<file path="src/rtl/alu_ctrl_pkg.sv">
// Shared opcodes, state encoding and decode/output records for the ALU control sequencer.
package alu_ctrl_pkg;

  localparam int CNT_W = 8;
  localparam logic [CNT_W-1:0] CNT_ONE = 1;

  localparam logic [31:0] OP_ALU_LAST    = 32'd7;
  localparam logic [31:0] OP_OR          = 32'd8;
  localparam logic [31:0] OP_DIV         = 32'd9;
  localparam logic [31:0] OP_MULT        = 32'd10;
  localparam logic [31:0] OP_ALU1_NOV    = 32'd11;
  localparam logic [31:0] OP_SRC1        = 32'd12;
  localparam logic [31:0] OP_SRC0        = 32'd13;
  localparam logic [31:0] OP_COND_FIRST  = 32'd14;
  localparam logic [31:0] OP_COND_LAST   = 32'd17;
  localparam logic [31:0] OP_SRC6        = 32'd18;

  localparam logic [1:0] SMD_NONE = 2'b00;
  localparam logic [1:0] SMD_DIV  = 2'b01;
  localparam logic [1:0] SMD_MULT = 2'b10;

  typedef enum logic [1:0] {
    ST_IDLE    = 2'd0,
    ST_EXEC    = 2'd1,
    ST_MD_RUN  = 2'd2,
    ST_MD_DONE = 2'd3
  } state_t;

  typedef struct packed {
    logic [1:0] cond_type;
    logic [2:0] alu_op;
    logic [2:0] src_out;
    logic       or_op;
    logic       overflow_op;
    logic       alu_out_save;
    logic       is_mult;
    logic       is_div;
  } dec_t;

  typedef struct packed {
    logic [1:0] cond_type;
    logic [2:0] alu_op;
    logic [2:0] src_out;
    logic [1:0] store_md;
    logic       or_op;
    logic       overflow_op;
    logic       alu_out_save;
    logic       mult_op;
    logic       div_op;
    logic       busy;
    logic       done;
    logic       exc_div0;
    logic       illegal_op;
  } out_t;

  // Counter is loaded with N-1 so that the op signal is held for exactly N cycles.
  function automatic logic [CNT_W-1:0] md_load(input int cycles);
    return CNT_W'(cycles - 1);
  endfunction

endpackage

</file>
<file path="src/rtl/alu_ctrl_decode.sv">
// Pure combinational opcode decode: control_type to decode record plus illegal flag.
module alu_ctrl_decode
  import alu_ctrl_pkg::*;
#(
  parameter int CTW = 5
) (
  input  logic [CTW-1:0] control_type,
  output dec_t           dec,
  output logic           illegal
);

  logic [31:0] code;

  assign code = 32'(control_type);

  always_comb begin
    dec     = '0;
    illegal = 1'b0;
    if (code <= OP_ALU_LAST) begin
      dec.alu_op       = code[2:0];
      dec.src_out      = (code == OP_ALU_LAST) ? 3'd2 : 3'd3;
      dec.overflow_op  = (code == 32'd1) || (code == 32'd2) || (code == 32'd4);
      dec.alu_out_save = 1'b1;
    end else if ((code >= OP_COND_FIRST) && (code <= OP_COND_LAST)) begin
      dec.cond_type = 2'(code - OP_COND_FIRST);
    end else begin
      case (code)
        OP_OR: begin
          dec.or_op        = 1'b1;
          dec.src_out      = 3'd4;
          dec.alu_out_save = 1'b1;
        end
        OP_DIV:  dec.is_div  = 1'b1;
        OP_MULT: dec.is_mult = 1'b1;
        OP_ALU1_NOV: begin
          dec.alu_op       = 3'd1;
          dec.src_out      = 3'd3;
          dec.alu_out_save = 1'b1;
        end
        OP_SRC1: begin
          dec.src_out      = 3'd1;
          dec.alu_out_save = 1'b1;
        end
        OP_SRC0: begin
          dec.src_out      = 3'd0;
          dec.alu_out_save = 1'b1;
        end
        OP_SRC6: begin
          dec.src_out      = 3'd6;
          dec.alu_out_save = 1'b1;
        end
        default: illegal = 1'b1;
      endcase
    end
  end

endmodule

</file>
<file path="src/rtl/alu_control_seq.sv">
// ALU control sequencer: accepts one opcode at a time, pulses single-cycle controls
// or holds mult/div for a fixed cycle count, then reports done.
//
// state      | meaning
// -----------+-------------------------------------------------------------
// ST_IDLE    | waiting for a request, req_ready high unless flush/reset
// ST_EXEC    | one-cycle result: decoded controls, illegal_op or exc_div0
// ST_MD_RUN  | mult_op/div_op held while the down-counter runs to zero
// ST_MD_DONE | one-cycle completion with store_md selecting the md result
module alu_control_seq
  import alu_ctrl_pkg::*;
#(
  parameter int CTW         = 5,
  parameter int MULT_CYCLES = 32,
  parameter int DIV_CYCLES  = 32
) (
  input  logic           clk,
  input  logic           reset,
  input  logic           flush,
  input  logic           req_valid,
  output logic           req_ready,
  input  logic [CTW-1:0] control_type,
  input  logic           div_by_zero,
  output logic [1:0]     cond_type,
  output logic [2:0]     alu_op,
  output logic [2:0]     src_out,
  output logic [1:0]     store_md,
  output logic           or_op,
  output logic           overflow_op,
  output logic           alu_out_save,
  output logic           mult_op,
  output logic           div_op,
  output logic           busy,
  output logic           done,
  output logic           exc_div0,
  output logic           illegal_op
);

  localparam logic [CNT_W-1:0] MULT_LOAD = md_load(MULT_CYCLES);
  localparam logic [CNT_W-1:0] DIV_LOAD  = md_load(DIV_CYCLES);

  state_t           state, state_nxt;
  logic [CNT_W-1:0] cnt, cnt_nxt;
  logic             md_div, md_div_nxt;
  out_t             out_q, out_nxt;
  dec_t             dec;
  logic             illegal;
  logic             accept;

  alu_ctrl_decode #(
    .CTW(CTW)
  ) u_decode (
    .control_type(control_type),
    .dec         (dec),
    .illegal     (illegal)
  );

  assign req_ready = (state == ST_IDLE) && !flush && !reset;
  assign accept    = req_valid && req_ready;

  always_ff @(posedge clk or posedge reset) begin
    if (reset) begin
      state  <= ST_IDLE;
      cnt    <= '0;
      md_div <= 1'b0;
      out_q  <= '0;
    end else begin
      state  <= state_nxt;
      cnt    <= cnt_nxt;
      md_div <= md_div_nxt;
      out_q  <= out_nxt;
    end
  end

  always_comb begin
    state_nxt  = state;
    cnt_nxt    = cnt;
    md_div_nxt = md_div;
    case (state)
      ST_IDLE: begin
        if (accept) begin
          // Divide-by-zero is reported immediately instead of running the divider.
          if ((dec.is_mult || dec.is_div) && !(dec.is_div && div_by_zero)) begin
            state_nxt  = ST_MD_RUN;
            md_div_nxt = dec.is_div;
            cnt_nxt    = dec.is_div ? DIV_LOAD : MULT_LOAD;
          end else begin
            state_nxt = ST_EXEC;
          end
        end
      end
      ST_EXEC: state_nxt = ST_IDLE;
      ST_MD_RUN: begin
        if (cnt == '0) state_nxt = ST_MD_DONE;
        else           cnt_nxt   = cnt - CNT_ONE;
      end
      ST_MD_DONE: state_nxt = ST_IDLE;
      default:    state_nxt = ST_IDLE;
    endcase
    if (flush) begin
      state_nxt  = ST_IDLE;
      cnt_nxt    = '0;
      md_div_nxt = 1'b0;
    end
  end

  // Outputs are computed for the state being entered so they register alongside it.
  always_comb begin
    out_nxt = '0;
    case (state_nxt)
      ST_EXEC: begin
        out_nxt.busy = 1'b1;
        out_nxt.done = 1'b1;
        if (illegal) begin
          out_nxt.illegal_op = 1'b1;
        end else if (dec.is_div) begin
          out_nxt.exc_div0 = 1'b1;
        end else begin
          out_nxt.cond_type    = dec.cond_type;
          out_nxt.alu_op       = dec.alu_op;
          out_nxt.src_out      = dec.src_out;
          out_nxt.or_op        = dec.or_op;
          out_nxt.overflow_op  = dec.overflow_op;
          out_nxt.alu_out_save = dec.alu_out_save;
        end
      end
      ST_MD_RUN: begin
        out_nxt.busy    = 1'b1;
        out_nxt.mult_op = !md_div_nxt;
        out_nxt.div_op  = md_div_nxt;
      end
      ST_MD_DONE: begin
        out_nxt.busy     = 1'b1;
        out_nxt.done     = 1'b1;
        out_nxt.store_md = md_div ? SMD_DIV : SMD_MULT;
      end
      default: out_nxt = '0;
    endcase
  end

  assign cond_type    = out_q.cond_type;
  assign alu_op       = out_q.alu_op;
  assign src_out      = out_q.src_out;
  assign store_md     = out_q.store_md;
  assign or_op        = out_q.or_op;
  assign overflow_op  = out_q.overflow_op;
  assign alu_out_save = out_q.alu_out_save;
  assign mult_op      = out_q.mult_op;
  assign div_op       = out_q.div_op;
  assign busy         = out_q.busy;
  assign done         = out_q.done;
  assign exc_div0     = out_q.exc_div0;
  assign illegal_op   = out_q.illegal_op;

endmodule
</file>
<file path="config.mk">
export PLATFORM = sky130hd
export DESIGN_NAME = alu_control_seq
export DESIGN_NICKNAME = d
export VERILOG_FILES = /design/src/rtl/alu_ctrl_pkg.sv /design/src/rtl/alu_ctrl_decode.sv /design/src/rtl/alu_control_seq.sv
export SDC_FILE = /design/constraint.sdc
export NUM_CORES = 1
export LEC_CHECK = 0
export BUFFER_PORTS_ARGS = -buffer_cell sky130_fd_sc_hd__clkbuf_2
export CAP_MARGIN = 30
export CORE_UTILIZATION = 53
export CTS_CLUSTER_SIZE = 25
export DETAILED_ROUTE_END_ITERATION = 8
export GPL_TIMING_DRIVEN = 0
export HOLD_SLACK_MARGIN = 0.08
export PLACE_DENSITY = 0.78
export SLEW_MARGIN = 10
export SYNTH_ARGS = -nofsm -noshare
export SYNTH_HDL_FRONTEND = slang
export SYNTH_SLANG_ARGS = --single-unit
</file>
<file path="constraint.sdc">
create_clock -name clk -period 2.5 [get_ports clk]
set_input_delay 0.5 -clock clk [delete_from_list [all_inputs] [get_ports clk]]
set_output_delay 0.5 -clock clk [all_outputs]
set_load 0.01 [all_outputs]
</file>
==> flow_summary_export.csv, run 1 <==
group,metric,value,unit
run_status,status,"finished, final reports clean",
sta,worst_pin_slew,0.577,ns
sta,fin_skew,0.00777,ns
setup_path,worstSetupPathType,"reg -> reg",
sta,drv_slew,0,
sta,final.period_utilization,0.879,
job,max_cap_viol_count,0,
clocking,clock_latency,0.33,ns
synth,ys.flop_type,"dfrtp_1",
drt,viasPerCell,5.87,
setup_path,cpPeakStageDelay,0.60,ns
synth,synth_edf_count,0,
cells_and_area,num-nets-final,195,
place,gp_congestion,0.842,
synth,syn-num-nets,158,
drt,first_pass_iters,4,
grt,grt_pass1_wl,5420,um
grt,grt_pass1_vias,1178,
setup_path,critPathLaunchType,"register",
synth,synth_top_cell_by_area,"dfrtp_1",
die,ios,30,
synth,synth_area_leaders,"dfrtp_1 51%, a21oi_1 4.4%, nor3_1 3.4%",
synth,synth_cell_types,40,
clocking,cts_setup_buffers,0,
synth,yosys_register_bits,30,
drt,drt_wl_total,3130,um
synth,synth_warnings,0,
clocking,cts_sinks,30,
power,powerDensity,508,nW/um2
die,row_count,18,
drt,num_vias,1263,
synth,synth.most_common_cell,"dfrtp_1",
sta,setup-tns-final,0,ns
grt,antenna_found_initial,0,
setup_path,worstPathCellList,"or4b_4 > a2111oi_4 > nor3_1 > a211o_1",
synth,synthTopCellsByCount,"30 x dfrtp_1, 13 x a21oi_1, 11 x nor2_1, 10 x nor3_1, 9 x nand2_1",
clocking,cts_made_buffers,5,
cells_and_area,design_area,1740,um2
worst_hold_path,hold_path.class,"in -> async",
synth,netlist_area,1470,um2
drt,drt_iter0_markers,35,
synth,netlist_instances,147,
synth,ys_seq_area_frac,0.512,
setup_path,worstSetupPathDepth,4,
setup_path,crit_required,2.72,ns
cells_and_area,areaGrowthSynthToFinish,18.4,%
setup_path,crit_slowest_cell,"or4b_4",
clocking,cts_root_buf,"clkbuf_4",
sta,setup_viol,0,
setup_path,cp_num_buf_inv,0,
sta,report.final.hold_viol_count,0,
synth,synth.top_cell.area_share,0.512,
cells_and_area,drive_gt1_frac,0.249,
place,dpl.hpwl,2320,um
power,leakage,0.000894,uW
place,io_buffers,29,
clocking,cts_hold_buf,0,
sta,hold_slack,0.170,ns
grt,gr-usage-all-layers,0.261,
setup_path,reg2reg_depth,4,
setup_path,critPathArrivalTime,2.42,ns
clocking,cts_tree,"done",
sta,period_needed,2.20,ns
die,die_h,54.6,um
drt,drc,0,
power,power.total,884,uW
clocking,cts.path.max_buffers,2,
die,fp.dieW,54.6,um
drt,drtAntennaViolNets,0,
die,dieArea,2980,um2
cells_and_area,antenna_cells,0,
clocking,post_cts_resize_count,0,
die,core_area,2540,um2
clocking,cts_max_level,2,
setup_path,cp-startpoint,"state[0]$_DFF_PP0_",
synth,syn_area_per_cell,9.98,um2
power,power.ir.vdd_worst,0.446,mV
die,start_util,0.577,
setup_path,r2r_start,"state[0]$_DFF_PP0_",
setup_path,cp-end-kind,"register",
grt,grt_overflow,0,
place,placed_cell_area,1680,um2
synth,async_flop_share,1.00,
setup_path,cpLargestDelayFamily,"compound AO/OA/AOI/OAI gates",
clocking,clk_pin_slew_worst_paths,0.09,ns
sta,rsz0062_at_grt,"no",
sta,max_slew_margin,0.612,
grt,grt_max_degree,24,
drt,routedWlPerCell,14.6,um
place,placed_cells,207,
setup_path,critical_path_peak_fanout,9,
cells_and_area,instances_no_fill,215,
sta,fmax,455,MHz
[final timing paths]
kind,slack [ns],endpoint
setup / recovery,0.30,cnt[5]$_DFFE_PP0P_
hold / removal,0.17,done$_DFF_PP0_
setup reg to reg,0.30,cnt[5]$_DFFE_PP0P_
hold reg to reg,0.48,store_md[1]$_DFF_PP0_
max in group asynchronous,1.88,alu_op[1]$_DFF_PP0_
min in group clk,0.48,store_md[1]$_DFF_PP0_
[per-layer routing]
metal,part of all wire,GRT usage,up-vias
met1,0.46,0.349,585
met3,0.069,0.0861,8
met5,0,0,-
met4,0.019,0.111,0
li1,-,-,624
met2,0.45,0.384,46
[per-stage QoR]
stage | setup slack, ns | util
global route | 0.226 | 0.683
finish | 0.302 | 0.683
global placement | 0.180 | 0.648
CTS | 0.323 | 0.683
detailed placement | 0.150 | 0.659
floorplan | 0.453 | -
[flip-flops by register name (all words and copies together), names as in the netlist]
register and cells:
cnt 8, alu_op 3, src_out 3, cond_type 2, state 2, store_md 2, alu_out_save 1, busy 1
div_op 1, done 1, exc_div0 1, illegal_op 1, md_div 1, mult_op 1, or_op 1, overflow_op 1
[worst register-to-register path: cells and delay by family (launching register included)]
family / cells / cell delay [ns]
compound gates: 2 / 0.91
flops: 1 / 0.44
simple gates: 2 / 0.75
[placed cells by master (no fill, tap or decap), types with 2 or more instances in the layout]
cell type and count:
nand2_1 9, and3_1 6, a21oi_1 13, dfrtp_1 30, nor4b_1 3, or3_1 4, a311oi_1 2, a211oi_1 4
o21ai_0 4, nor2_1 11, nand2b_1 5, nor3_1 10, clkbuf_1 7, and2_1 2, clkbuf_4 5, nor4_1 4
inv_1 8, a21o_1 2, or3b_2 2, clkbuf_2 29
[power breakdown]
| part | switching, uW | internal (uW) |
|---|---|---|
| clock network | 159 | 136 |
| registers | 3.30 | 490 |
| logic | 60.3 | 34.6 |
| total | 223 | 661 |
[cell families (layout without fill, tap and decap cells)]
| group | after synthesis | in the layout | synth area share |
|---|---|---|---|
| AO/OA/AOI/OAI | 36 | 36 | 0.176 |
| adder cells (fa/ha/maj) | 1 | 1 | 0.00852 |
| buffers and inverters | 14 | 52 | 0.0358 |
| flip-flops | 30 | 30 | 0.512 |
| multiplexers | 1 | 1 | 0.00767 |
| AND/OR/NAND/NOR | 65 | 65 | 0.261 |
[cell type report]
type	instances	area, um2
well taps	30	37.5
clock inverters	1	5.00
inverters	8	30.0
fillers	205	807
plain buffers	6	22.5
repair buffers	30	173
multi-input cells	103	664
flip-flops and latches	30	751
clock buffers	7	55.1
No activity file was read; power rests on OpenSTA's default activity.
==> inputs of run 2 (changes only) <==
CORE_UTILIZATION = 54   (was 53)
PLACE_DENSITY = 0.79   (was 0.78)
SYNTH_HIERARCHICAL = 1   (was unset)
==> run 2 against run 1 <==
  * The run now ends with DRC left
  * Utilization shrank 1.8 points
  * Synthesized area grew 10%
  * Total power grew 6.3%
  * Sequential cell count is the same
  * Maximum frequency grew 9.8%
==> flow_summary_export.csv, run 2 <==
group,metric,value,unit
setup_path,crit_required,2.76,ns
synth,synthTopCellsByCount,"30 x dfrtp_1, 16 x and2_1, 13 x nor2_1, 12 x nand2_1",
drt,viasPerCell,5.80,
setup_path,worstSetupPathType,"in -> reg",
synth,netlist_area,1610,um2
sta,fin_skew,0.00986,ns
grt,grt_overflow,0,
synth,synth_warnings,6,
sta,rsz0062_at_grt,"no",
sta,drv_slew,0,
synth,synth.most_common_cell,"dfrtp_1",
cells_and_area,instances_no_fill,224,
setup_path,critPathLaunchType,"input port",
drt,first_pass_iters,7,
place,gp_congestion,0.819,
power,leakage,0.000960,uW
synth,syn-num-nets,170,
sta,final.period_utilization,0.801,
clocking,post_cts_resize_count,0,
sta,setup_viol,0,
synth,ys_seq_area_frac,0.465,
synth,synth_edf_count,0,
worst_hold_path,hold_path.class,"in -> async",
synth,synth.top_cell.area_share,0.465,
grt,gr-usage-all-layers,0.222,
drt,drt_wl_total,3250,um
cells_and_area,num-nets-final,203,
cells_and_area,layout_commonest_cell,"dfrtp_1",
die,dieArea,3210,um2
synth,synth_cell_types,49,
die,fp.dieW,56.7,um
grt,antenna_found_initial,0,
drt,num_vias,1299,
clocking,cts_setup_buffers,0,
die,start_util,0.575,
place,dpl.hpwl,2390,um
grt,grt_pass1_vias,1225,
cells_and_area,antenna_cells,0,
clocking,cts_sinks,30,
die,core_area,2810,um2
synth,yosys_register_bits,30,
place,io_buffers,25,
setup_path,critical_path_peak_fanout,10,
setup_path,rrSetupSlack,0.66,ns
sta,setup-tns-final,0,ns
clocking,clock_latency,0.33,ns
die,ios,30,
clocking,cts.path.max_buffers,2,
drt,drt_iter0_markers,59,
clocking,cts_root_buf,"clkbuf_4",
power,powerDensity,504,nW/um2
sta,report.final.hold_viol_count,0,
setup_path,cp-end-kind,"register",
cells_and_area,drive_gt1_frac,0.285,
power,power.ir.vdd_worst,0.344,mV
clocking,cts_hold_buf,0,
grt,grt_pass1_wl,5360,um
die,die_h,56.7,um
place,placed_cells,216,
clocking,cts_made_buffers,5,
cells_and_area,top_register,"cnt",
setup_path,critPathArrivalTime,2.27,ns
clocking,cts_max_level,2,
cells_and_area,final_cell_mix,"30 x dfrtp_1, 25 x clkbuf_2, 16 x and2_1, 13 x nor2_1, 12 x nand2_1",
synth,ys.flop_type,"dfrtp_1",
sta,fmax,499,MHz
synth,syn_area_per_cell,10.2,um2
run_status,status,"finished, violations left",
drt,drc,8,
clocking,cts_tree,"done",
cells_and_area,largest_reg_flops,8,
run_status,violations,"DRC",
clocking,clk_pin_slew_worst_paths,0.10,ns
sta,max_slew_margin,0.574,
job,max_cap_viol_count,0,
synth,synth_area_leaders,"dfrtp_1 47%, and2_1 6.2%, nor2_1 3.0%",
sta,period_needed,2.00,ns
synth,async_flop_share,1.00,
cells_and_area,areaGrowthSynthToFinish,15.6,%
synth,netlist_instances,159,
drt,routedWlPerCell,14.5,um
grt,grt_max_degree,19,
die,row_count,19,
drt,drtAntennaViolNets,0,
synth,synth_top_cell_by_area,"dfrtp_1",
sta,worst_pin_slew,0.638,ns
-- run 2: cell count changes after synthesis, moves of 3 or more --
cell / previous run / this run
a211oi_1: 4 / 1
a21oi_1: 13 / 1
a21oi_2: 0 / 3
and2_1: 2 / 16
buf_2: 0 / 5
clkbuf_1: 6 / 0
nand2_1: 9 / 12
nor2b_1: 0 / 5
nor3_1: 10 / 4
nor3_2: 0 / 3
-- run 2: final cells by class --
cell class	count	area, um2
clock buffers	7	55.1
fillers	252	940
multi-input cells	115	790
well taps	31	38.8
flip-flops and latches	30	751
repair buffers	26	153
clock inverters	1	5.00
plain buffers	8	51.3
inverters	6	22.5
-- run 2: per-layer routing --
layer	vias up	global-route usage	share of wire	wire length, um
li1	629	-	-	-
met1	619	0.298	0.47	1530
met2	46	0.333	0.45	1460
met3	5	0.0622	0.064	207
met4	0	0.100	0.015	49
met5	-	0	0	0
-- run 2: metrics by stage --
| step | instance area [um2] | util | hold WS, ns | power (uW) | setup WS [ns] |
|---|---|---|---|---|---|
| 2_1_floorplan | 1610 | - | 0.457 | 608 | 0.567 |
| 3_3_place_gp | 1780 | 0.634 | 0.506 | 637 | 0.217 |
| 3_5_place_dp | 1810 | 0.644 | 0.512 | 647 | 0.165 |
| 4_1_cts | 1870 | 0.665 | 0.280 | 946 | 0.506 |
| 5_1_grt | 1870 | 0.665 | 0.339 | 981 | 0.313 |
| 6_report | 1870 | 0.665 | 0.276 | 939 | 0.497 |
-- run 2: logic make-up after synthesis --
logic type               after synthesis  share of synthesized area
AND/OR/NAND/NOR                       83                      0.322
AO/OA/AOI/OAI                         30                      0.154
flip-flops                            30                      0.465
buffers and inverters                 14                     0.0457
XOR/XNOR                               1                    0.00543
adder cells (fa/ha/maj)                1                    0.00775
-- run 2: critical path: stages --
cell,delay [ns]
clkbuf_2,0.09
buf_2,0.17
nor2_1,0.14
nand2_1,0.10
nor2_1,0.30
nand2b_1,0.24
nand3_1,0.12
nor4_1,0.23
buf_2,0.24
and2_1,0.14
-- run 2: final timing paths --
path	cells after the start	start	endpoint
max in group asynchronous	3	reset	src_out[1]$_DFF_PP0_
min	2	reset	cnt[4]$_DFFE_PP0P_
min reg2reg	1	md_div$_DFF_PP0_	store_md[1]$_DFF_PP0_
max	10	control_type[1]	src_out[2]$_DFF_PP0_
min in group clk	2	flush	md_div$_DFF_PP0_
max reg2reg	6	cnt[0]$_DFFE_PP0P_	cnt[0]$_DFFE_PP0P_
-- run 2: power by group --
group          internal, uW  total, uW  switching, uW
clock network           136        301            165
logic                  56.9        135           78.0
registers               494        504           9.66
